## src/rtl/inv_shift_sub_bytes_pkg.sv

```systemverilog
// Shared AES definitions: state geometry, row slices, round-step FSM
// states and the InvShiftRows byte permutation.
package inv_shift_sub_bytes_pkg;

    localparam int AES_STATE_W = 128;
    localparam int AES_BYTE_W  = 8;
    localparam int AES_NB      = 16;
    localparam int AES_ROW_W   = 32;

    // Row r occupies [ROWr_LSB +: 32]; MSB byte of a row is column 0.
    localparam int AES_ROW0_LSB = 96;
    localparam int AES_ROW1_LSB = 64;
    localparam int AES_ROW2_LSB = 32;
    localparam int AES_ROW3_LSB = 0;

    typedef enum logic {
        ST_IDLE = 1'b0,
        ST_SUB  = 1'b1
    } isb_state_e;

    // Row r rotated right by r bytes.
    function automatic logic [127:0] inv_shift_rows(
        input logic [127:0] s
    );
        logic [127:0] r;
        r[AES_ROW0_LSB +: 32] = s[AES_ROW0_LSB +: 32];
        r[AES_ROW1_LSB +: 32] = {s[AES_ROW1_LSB +: 8],
                                 s[AES_ROW1_LSB + 8 +: 24]};
        r[AES_ROW2_LSB +: 32] = {s[AES_ROW2_LSB +: 16],
                                 s[AES_ROW2_LSB + 16 +: 16]};
        r[AES_ROW3_LSB +: 32] = {s[AES_ROW3_LSB +: 24],
                                 s[AES_ROW3_LSB + 24 +: 8]};
        return r;
    endfunction

endpackage

```

## src/rtl/inv_shift_sub_bytes_inv_sbox.sv

```systemverilog
// FIPS-197 inverse S-box, purely combinational.
// Ports: byte_i (8-bit input byte), byte_o (8-bit substituted byte).
module aes_inv_sbox
    import inv_shift_sub_bytes_pkg::*;
(
    input  logic [7:0] byte_i,
    output logic [7:0] byte_o
);

    // Entry 0 is the most significant byte of the literal.
    localparam logic [0:255][AES_BYTE_W-1:0] INV_SBOX = {
        128'h52096ad53036a538bf40a39e81f3d7fb,
        128'h7ce339829b2fff87348e4344c4dee9cb,
        128'h547b9432a6c2233dee4c950b42fac34e,
        128'h082ea16628d924b2765ba2496d8bd125,
        128'h72f8f66486689816d4a45ccc5d65b692,
        128'h6c704850fdedb9da5e154657a78d9d84,
        128'h90d8ab008cbcd30af7e45805b8b34506,
        128'hd02c1e8fca3f0f02c1afbd0301138a6b,
        128'h3a9111414f67dcea97f2cfcef0b4e673,
        128'h96ac7422e7ad3585e2f937e81c75df6e,
        128'h47f11a711d29c5896fb7620eaa18be1b,
        128'hfc563e4bc6d279209adbc0fe78cd5af4,
        128'h1fdda8338807c731b11210592780ec5f,
        128'h60517fa919b54a0d2de57a9f93c99cef,
        128'ha0e03b4dae2af5b0c8ebbb3c83539961,
        128'h172b047eba77d626e169146355210c7d
    };

    assign byte_o = INV_SBOX[byte_i];

endmodule

```

## src/rtl/inv_shift_sub_bytes.sv

```systemverilog
// InvShiftRows followed by byte-serial InvSubBytes on one AES state.
// Ports: Clk, Rst_n (async low), En_ISB start, In_ISB state in,
//        Busy_ISB in flight, Ry_ISB done pulse, Out_ISB result.
module inv_shift_sub_bytes
    import inv_shift_sub_bytes_pkg::*;
#(
    parameter int BYTES_PER_CYCLE = 1
)
(
    input  logic         Clk,
    input  logic         Rst_n,
    input  logic         En_ISB,
    input  logic [127:0] In_ISB,
    output logic         Busy_ISB,
    output logic         Ry_ISB,
    output logic [127:0] Out_ISB
);

    localparam int N     = AES_NB / BYTES_PER_CYCLE;
    localparam int GRP_W = BYTES_PER_CYCLE * AES_BYTE_W;
    localparam int CNT_W = (N > 1) ? $clog2(N) : 1;

    if (!(BYTES_PER_CYCLE == 1 || BYTES_PER_CYCLE == 2 ||
          BYTES_PER_CYCLE == 4 || BYTES_PER_CYCLE == 8 ||
          BYTES_PER_CYCLE == 16)) begin : g_bad_bpc
        $error("BYTES_PER_CYCLE must be 1, 2, 4, 8 or 16");
    end

    isb_state_e         state_q, state_d;
    logic [127:0]       work_q, work_d;
    logic [127:0]       out_q, out_d;
    logic [CNT_W-1:0]   cnt_q, cnt_d;
    logic               ry_q, ry_d;

    logic [6:0]         grp_lsb;
    logic [GRP_W-1:0]   grp_in;
    logic [GRP_W-1:0]   grp_out;
    logic               last;

    // Group 0 is the most significant GRP_W bits of the state.
    always_comb begin
        grp_lsb = 7'((N - 1 - int'(cnt_q)) * GRP_W);
        grp_in  = work_q[grp_lsb +: GRP_W];
        last    = (cnt_q == CNT_W'(N - 1));
    end

    for (genvar i = 0; i < BYTES_PER_CYCLE; i++) begin : g_sbox
        aes_inv_sbox u_sbox (
            .byte_i (grp_in[i*AES_BYTE_W +: AES_BYTE_W]),
            .byte_o (grp_out[i*AES_BYTE_W +: AES_BYTE_W])
        );
    end

    always_comb begin
        state_d = state_q;
        work_d  = work_q;
        cnt_d   = cnt_q;
        out_d   = out_q;
        ry_d    = 1'b0;
        unique case (state_q)
            ST_IDLE: begin
                if (En_ISB) begin
                    work_d  = inv_shift_rows(In_ISB);
                    cnt_d   = '0;
                    state_d = ST_SUB;
                end
            end
            ST_SUB: begin
                work_d[grp_lsb +: GRP_W] = grp_out;
                if (last) begin
                    // Result includes the group substituted this edge.
                    out_d   = work_d;
                    ry_d    = 1'b1;
                    cnt_d   = '0;
                    state_d = ST_IDLE;
                end else begin
                    cnt_d = cnt_q + 1'b1;
                end
            end
            default: state_d = ST_IDLE;
        endcase
    end

    always_ff @(posedge Clk or negedge Rst_n) begin
        if (!Rst_n) begin
            state_q <= ST_IDLE;
            work_q  <= '0;
            out_q   <= '0;
            cnt_q   <= '0;
            ry_q    <= 1'b0;
        end else begin
            state_q <= state_d;
            work_q  <= work_d;
            out_q   <= out_d;
            cnt_q   <= cnt_d;
            ry_q    <= ry_d;
        end
    end

    assign Busy_ISB = (state_q == ST_SUB);
    assign Ry_ISB   = ry_q;
    assign Out_ISB  = out_q;

endmodule

```

## config.mk

```make
export PLATFORM = sky130hd
export DESIGN_NAME = inv_shift_sub_bytes
export DESIGN_NICKNAME = d
export VERILOG_FILES = /design/src/rtl/inv_shift_sub_bytes_pkg.sv /design/src/rtl/inv_shift_sub_bytes_inv_sbox.sv /design/src/rtl/inv_shift_sub_bytes.sv
export SDC_FILE = /design/constraint.sdc
export NUM_CORES = 1
export LEC_CHECK = 0
export BUFFER_PORTS_ARGS = -buffer_cell sky130_fd_sc_hd__buf_4
export CAP_MARGIN = 20
export CORE_ASPECT_RATIO = 0.5
export CORE_MARGIN = 2
export CORE_UTILIZATION = 58
export DETAILED_ROUTE_END_ITERATION = 16
export PLACE_DENSITY = 0.8
export SLEW_MARGIN = 20
export SYNTH_ARGS = -nofsm -noshare
export SYNTH_HDL_FRONTEND = slang
export SYNTH_SLANG_ARGS = --single-unit
```

## constraint.sdc

```tcl
create_clock -name Clk -period 4.6 [get_ports Clk]
set_clock_uncertainty 0.1 [all_clocks]
set_input_delay 0 -clock Clk [delete_from_list [all_inputs] [get_ports Clk]]
set_output_delay 0 -clock Clk [all_outputs]
set_load 0.05 [all_outputs]
```

==> flow_summary.yaml, run 1 <==
place:
  portBuffers: 260
  gp_congestion: 1.15
  hpwlAfterDp_mm: 58.9
  place_inst: 2502
floorplanning:
  die-width_um: 237
  core.rowCount: 42
  start_util: 0.593
  die-height_um: 121
  io_pins: 261
synth:
  ys_types: 94
  synth_nets: 1959
  postSynthCellCount: 1801
  synth_area_leader_cell: "dfrtp_1"
  synth-seq-cells: 262
  ys_async_sr_fraction: 1.00
  ys_seq_area_frac: 0.416
  synth_edf_count: 0
  synth_ff_type: "dfrtp_1"
  synth.most_common_cell: "nand2_1"
  ys_top_cells_by_area: "dfrtp_1, nand2_1, a21oi_1"
  syn_area_per_cell_um2: 8.76
  synth_area_um2: 15800
  yosys-top-cells-count: "nand2_1, dfrtp_1, a21oi_1, nor2_1, o21ai_0"
  yosys.area.top_type_share: 0.416
  yosysWarnings: 0
outcome:
  status: "did not finish"
  firstError: "[ERROR GRT-0116] Global routing finished with congestion. Check the congestion regions in the DRC Viewer."
  haltStage: "global routing"
clock_tree:
  cts_buffers: 24
  cts_sinks: 262
  cts_buffer_depth: 3
  htree_num_levels: 1
  root_buffer: "clkbuf_16"
grt:
  grt_start_max_net_pins: 117
  track_usage: 0.807
  grt_pass1_wl_mm: 167
  grt-ovfl-total: 105
  grt_pass1_vias: 24600
-- stage by stage --
step                      setup TNS [ns]  setup WS, ns   util  cell area (µm²)  hold WS, ns
after CTS                              0        0.0569  0.809            21500       0.0622
after floorplan                        0         0.380      -            15800       -0.396
after global placement                 0        0.0794  0.727            19300       0.0391
after detailed placement           -1.89       -0.0696  0.727            19300       0.0423
-- routing by layer --
metal | GRT overflow | GRT usage
met5 | 2 | 0.519
met1 | 4 | 0.817
met4 | 45 | 0.768
met3 | 3 | 0.709
met2 | 51 | 0.920
-- what timing repair did --
item | 4_1_cts
buffers inserted | 2
pin swaps | 1
endpoints found under the setup margin | 105
resized for setup | 6
hold buffers | 130
hold endpoints to repair | 241
-- cells by family after synthesis --
group | share of synthesized area
XOR/XNOR | 0.000555
buffers and inverters | 0.0569
flip-flops | 0.416
AND/OR/NAND/NOR | 0.184
multiplexers | 0.0606
adder cells (fa/ha/maj) | 0.0214
AO/OA/AOI/OAI | 0.261
==> run 2: changes to the inputs <==
--- a/config.mk
+++ b/config.mk
@@ -7,11 +7,10 @@
 export LEC_CHECK = 0
 export BUFFER_PORTS_ARGS = -buffer_cell sky130_fd_sc_hd__buf_4
 export CAP_MARGIN = 20
-export CORE_ASPECT_RATIO = 0.5
 export CORE_MARGIN = 2
-export CORE_UTILIZATION = 58
+export CORE_UTILIZATION = 40
 export DETAILED_ROUTE_END_ITERATION = 16
-export PLACE_DENSITY = 0.8
+export PLACE_DENSITY_LB_ADDON = 0.15
 export SLEW_MARGIN = 20
 export SYNTH_ARGS = -nofsm -noshare
 export SYNTH_HDL_FRONTEND = slang
==> run 2 against run 1 <==
  * The flow now finishes without violations
  * Synthesized area stayed put
  * Synthesized cell count stayed put
==> flow_summary.yaml, run 2 <==
synth:
  yosys-top-cells-count: "nand2_1, dfrtp_1, a21oi_1, nor2_1, o21ai_0"
  synth.most_common_cell: "nand2_1"
  synth_ff_type: "dfrtp_1"
  synth_edf_count: 0
  ys_top_cells_by_area: "dfrtp_1, nand2_1, a21oi_1"
  yosysWarnings: 0
  ys_types: 94
  synth_area_leader_cell: "dfrtp_1"
  synth-seq-cells: 262
  ys_seq_area_frac: 0.416
  yosys.area.top_type_share: 0.416
  synth_nets: 1959
  synth_area_um2: 15800
  ys_async_sr_fraction: 1.00
  syn_area_per_cell_um2: 8.76
  postSynthCellCount: 1801
sta:
  holdWs_ns: 0.0253
  timing.final.crit_share: 0.974
  slew_headroom: 0.379
  fmax_mhz: 223
  worst_pin_slew_ns: 0.931
  rsz0062_at_grt: "no"
  hold_violations: 0
  post-route-min-period_ns: 4.48
  setup_viol: 0
  slew_viol_final: 0
grt:
  track_usage: 0.415
  grt_start_max_net_pins: 114
  grt_antenna_before_repair: 4
  grt_pass1_wl_mm: 126
  grt_pass1_vias: 18700
  grt-ovfl-total: 0
layout:
  fin_util: 0.582
  final_cell_mix: "buf_4, nand2_1, dfrtp_1"
  layout-drive-gt1-share: 0.294
  layout_commonest_cell: "buf_4"
  fin_nets: 2532
  layout.cell_area.non_filler_um2: 22600
  area_growth_pct: 43.2
  fill_cells: 3212
outcome:
  status: "finished, final reports clean"
place:
  postPlaceCellArea_um2: 20200
  gp_congestion: 1.08
  portBuffers: 260
  hpwlAfterDp_mm: 64.5
clock_tree:
  htree_num_levels: 1
  post_cts_buffers: 0
  cts_buffers: 28
  cts_buffer_depth: 3
  root_buffer: "clkbuf_16"
  cts_sinks: 262
  cts.clk_slew.worst_paths_ns: 0.06
  tritoncts: "built"
  clock_latency_ns: 0.55
worst_setup_path:
  crit_arrival_ns: 4.78
  worstSetupPathType: "flip-flop to flip-flop"
  cp.required_ns: 4.90
  cp-start-kind: "flip-flop"
  worstPathMaxFanout: 13
  crit_path_end_kind: "flip-flop"
run:
  drv_cap: 0
route:
  drtAntennaViolNets: 0
  drt_iter0_drc: 2569
  post_drt_via_cell_ratio: 6.47
  vias: 18800
  drt_wl_total_mm: 87.1
  post-route-drc-count: 0
  routedWlPerCell_um: 29.9
  dr.pass1.iters: 6
floorplanning:
  core.rowCount: 72
  die-width_um: 203
  io_pins: 261
  die_area_um2: 41000
  coreArea_um2: 38800
  start_util: 0.406
  die-height_um: 203
hold_path:
  hold_path_class: "primary input to async pin"
[run 2: path summary, 6_finish.rpt]
path,startpoint,endpoint,slack [ns],cells after the start
setup / recovery,cnt_q[0]$_DFFE_PN0P_,work_q[121]$_DFFE_PN0P_,0.12,16
hold / removal,Rst_n,Out_ISB[100]$_DFFE_PN0P_,0.03,2
setup reg to reg,cnt_q[0]$_DFFE_PN0P_,work_q[121]$_DFFE_PN0P_,0.12,16
hold reg to reg,Out_ISB[54]$_DFFE_PN0P_,Out_ISB[54]$_DFFE_PN0P_,0.36,2
max in group asynchronous,Rst_n,work_q[127]$_DFFE_PN0P_,3.13,3
min in group Clk,In_ISB[54],work_q[38]$_DFFE_PN0P_,0.13,4
[run 2: logic make-up (layout without fill, tap and decap cells)]
kind of cell    count (synthesis)  after routing  share of synthesized area
xor+xnor                        1              1                   0.000555
flops                         262            262                      0.416
simple gates                  665            665                      0.184
other cells                     0              2                          0
fa+ha+maj                      27             27                     0.0214
buf+inv                       169            759                     0.0569
compound gates                613            614                      0.261
mux                            64             64                     0.0606
[run 2: routing by layer]
metal	track usage	up-vias	wire length, µm
li1	-	7838	-
met1	0.550	9234	33700
met2	0.650	1441	38900
met3	0.0790	312	9180
met4	0.213	4	5370
met5	0	-	21
[run 2: what timing repair did]
action                     CTS  global route
hold endpoints to repair   240             0
hold buffers               131             0
resized for setup            1            30
gates cloned                 0             1
pin swaps                    0             3
setup endpoints to repair    4           127
[run 2: through the flow]
| stage | std cells | worst slack (ns) | TNS (ns) |
|---|---|---|---|
| floorplan | 1801 | 0.380 | 0 |
| global placement | 2730 | -0.00705 | -0.0164 |
| detailed placement | 2730 | -0.0188 | -0.0188 |
| CTS | 2909 | 0.0118 | 0 |
| global route | 2910 | 0.00297 | 0 |
| finish | 2912 | 0.122 | 0 |
[run 2: final cells by class]
cell class | instances | area [µm²] | area share
flip-flops and latches | 262 | 6560 | 0.290
repair buffers | 690 | 5890 | 0.261
inverters | 21 | 80.1 | 0.00354
multi-input cells | 1371 | 8490 | 0.376
well taps | 518 | 648 | 0.0287
clock inverters | 8 | 101 | 0.00449
diodes | 2 | 5.00 | 0.000222
clock buffers | 40 | 807 | 0.0357
[run 2: worst max-delay path, cell delays in order, from the launching register on]
cell      delay [ns]
dfrtp_4         0.56
mux4_2          0.54
a22oi_1         0.20
and2_1          0.25
inv_1           0.08
ha_1            0.30
buf_12          0.17
buf_4           0.15
ha_1            0.32
buf_12          0.19
nand2_1         0.07
o311ai_0        0.20
a21boi_0        0.37
a311oi_2        0.09
buf_4           0.19
o21ai_1         0.38
a21oi_1         0.14
Power of run 2 is left out: the tool's default activity adds up to more than one toggle a clock period on the data nets, which glitch-free logic cannot reach.
==> run 3: changes to the inputs <==
--- a/config.mk
+++ b/config.mk
@@ -11,6 +11,7 @@
 export CORE_UTILIZATION = 40
 export DETAILED_ROUTE_END_ITERATION = 16
 export PLACE_DENSITY_LB_ADDON = 0.15
+export SETUP_SLACK_MARGIN = 0.3
 export SLEW_MARGIN = 20
 export SYNTH_ARGS = -nofsm -noshare
 export SYNTH_HDL_FRONTEND = slang
==> run 3 against run 2 <==
  * First-iteration DRC count fell by 2.3%
  * Maximum frequency up 4.6%
  * Sequential share of layout area shrank 0.60 points
  * Worst hold slack barely moved
  * Global-route usage is 0.24 points higher
  * Via count is 0.94% higher
  * Register-to-register slack gained 0.20 ns
  * Die area stayed put
  * Non-clock buffer count rose by 21
  * Cell count grew 0.65%
  * Critical path depth grew 3
  * Critical path type unchanged
==> flow_summary.yaml, run 3 (synthesis results as in run 2) <==
worst_setup_path:
  endpoint: "work_q[84]$_DFFE_PN0P_"
  crit_path_end_kind: "flip-flop"
  worstPathMaxFanout: 8
  cp_top_family: "buffers and inverters"
  regToRegStartpoint: "cnt_q[0]$_DFFE_PN0P_"
  r2r-end: "work_q[84]$_DFFE_PN0P_"
  reg2reg_slack_ns: 0.32
  critPathBufInv: 7
  cp-start-kind: "flip-flop"
  r2r_cells: 19
  cp_common_cell: "buf_4"
  cp.depth: 19
  worstSetupPathType: "flip-flop to flip-flop"
  cpMaxStageDelayCell: "dfrtp_4"
  slowest_delay_ns: 0.53
  crit_start: "cnt_q[0]$_DFFE_PN0P_"
  cp.required_ns: 4.91
  cp_cell_sequence: "buf_4 -> buf_4 -> mux2i_1 -> a221oi_2 -> a22oi_1 -> and2_4 -> inv_1 -> buf_4 -> ha_1 -> buf_4 -> nor3_4 -> o21a_1 -> buf_4 -> a311o_1 -> nand4_1 -> nand4_1 -> buf_12 -> nand3_2 -> a21oi_1"
  crit_arrival_ns: 4.59
place:
  hpwlAfterDp_mm: 64.5
  portBuffers: 260
  place_inst: 2730
  gp_congestion: 1.08
sta:
  slew_headroom: 0.388
  fmax_mhz: 234
  rsz0062_at_grt: "yes"
  setup_viol: 0
  timing.final.crit_share: 0.931
  hold_violations: 0
  holdWs_ns: 0.0252
  post-route-min-period_ns: 4.28
  worst_pin_slew_ns: 0.918
  slew_viol_final: 0
floorplanning:
  start_util: 0.406
  io_pins: 261
  core.rowCount: 72
  coreArea_um2: 38800
  die-width_um: 203
  die_area_um2: 41000
  die-height_um: 203
clock_tree:
  tritoncts: "built"
  clock_latency_ns: 0.55
  cts.clk_slew.worst_paths_ns: 0.06
  cts_sinks: 262
  cts_buffers: 28
  htree_num_levels: 1
  cts_buffer_depth: 3
  root_buffer: "clkbuf_16"
grt:
  grt_pass1_vias: 18800
  grt_pass1_wl_mm: 127
  grt_start_max_net_pins: 114
  track_usage: 0.418
  grt_antenna_before_repair: 1
  grt-ovfl-total: 0
layout:
  area_growth_pct: 46.2
  fill_cells: 3178
  antenna_cells: 0
  ff_latch_area_um2: 6560
  final_cell_mix: "buf_4, nand2_1, dfrtp_1"
  multi_input_area_um2: 8720
  fin_nets: 2553
  instances_no_fill: 2931
  layout_commonest_cell: "buf_4"
  layout-drive-gt1-share: 0.316
route:
  routedWlPerCell_um: 30.1
  post_drt_via_cell_ratio: 6.48
  drt_iter0_drc: 2511
  drt_wl_total_mm: 88.2
  post-route-drc-count: 0
  vias: 19000
  dr.pass1.iters: 6
  drtAntennaViolNets: 0
run:
  drv_cap: 0
outcome:
  status: "finished, final reports clean"
hold_path:
  hold_path_class: "primary input to async pin"
## run 3: cell count changes in the layout (fill, tap and decap cells not counted), sizes merged
| cell | change |
|---|---|
| buf | +20 |
| diode | -2 |
| clkbuf | +1 |
| clkinv | -1 |
| inv | +1 |
## run 3: per-stage QoR
stage                     TNS, ns  utilization  cell area (µm²)  worst slack, ns
after global placement    -0.0164        0.521            20200         -0.00705
after floorplan                 0            -            15800            0.380
after global routing            0        0.594            23100            0.261
after CTS                       0        0.583            22700            0.302
final                           0        0.594            23100            0.317
after detailed placement  -0.0188        0.521            20200          -0.0188
## run 3: how the worst min path moves through the flow
stage | start | end | slack [ns] | cells past startpoint
floorplan | Rst_n | Busy_ISB$_DFF_PN0_ | -0.40 | 0
global placement | Rst_n | Out_ISB[43]$_DFFE_PN0P_ | 0.02 | 1
detailed placement | Rst_n | Out_ISB[100]$_DFFE_PN0P_ | 0.03 | 1
CTS | Rst_n | Out_ISB[100]$_DFFE_PN0P_ | 0.05 | 2
global route | Rst_n | Out_ISB[100]$_DFFE_PN0P_ | 0.1 | 2
finish | Rst_n | Out_ISB[100]$_DFFE_PN0P_ | 0.03 | 2
## run 3: layout make-up
type,instances,area share
flip-flops and latches,262,0.284
clock inverters,8,0.00439
repair buffers,711,0.267
inverters,21,0.00369
multi-input cells,1371,0.378
well taps,518,0.0281
clock buffers,40,0.0350
## run 3: metal layers
layer / vias to the layer above / wire (µm) / share of wire / track usage
li1: 7888 / - / - / -
met1: 9362 / 34100 / 0.39 / 0.554
met2: 1465 / 39700 / 0.45 / 0.654
met3: 289 / 9270 / 0.11 / 0.0820
met4: 2 / 5100 / 0.058 / 0.207
met5: - / 8 / 0.000091 / 0
## run 3: timing repair
action                     4_1_cts  5_1_grt
pin swaps                        3       28
gates resized for setup         38       69
cloned                           1        1
hold buffers                   131        0
setup buffers                    5       15
hold endpoints to repair       240        0
setup endpoints to repair      132      134
Power of run 3 is left out for the same reason.
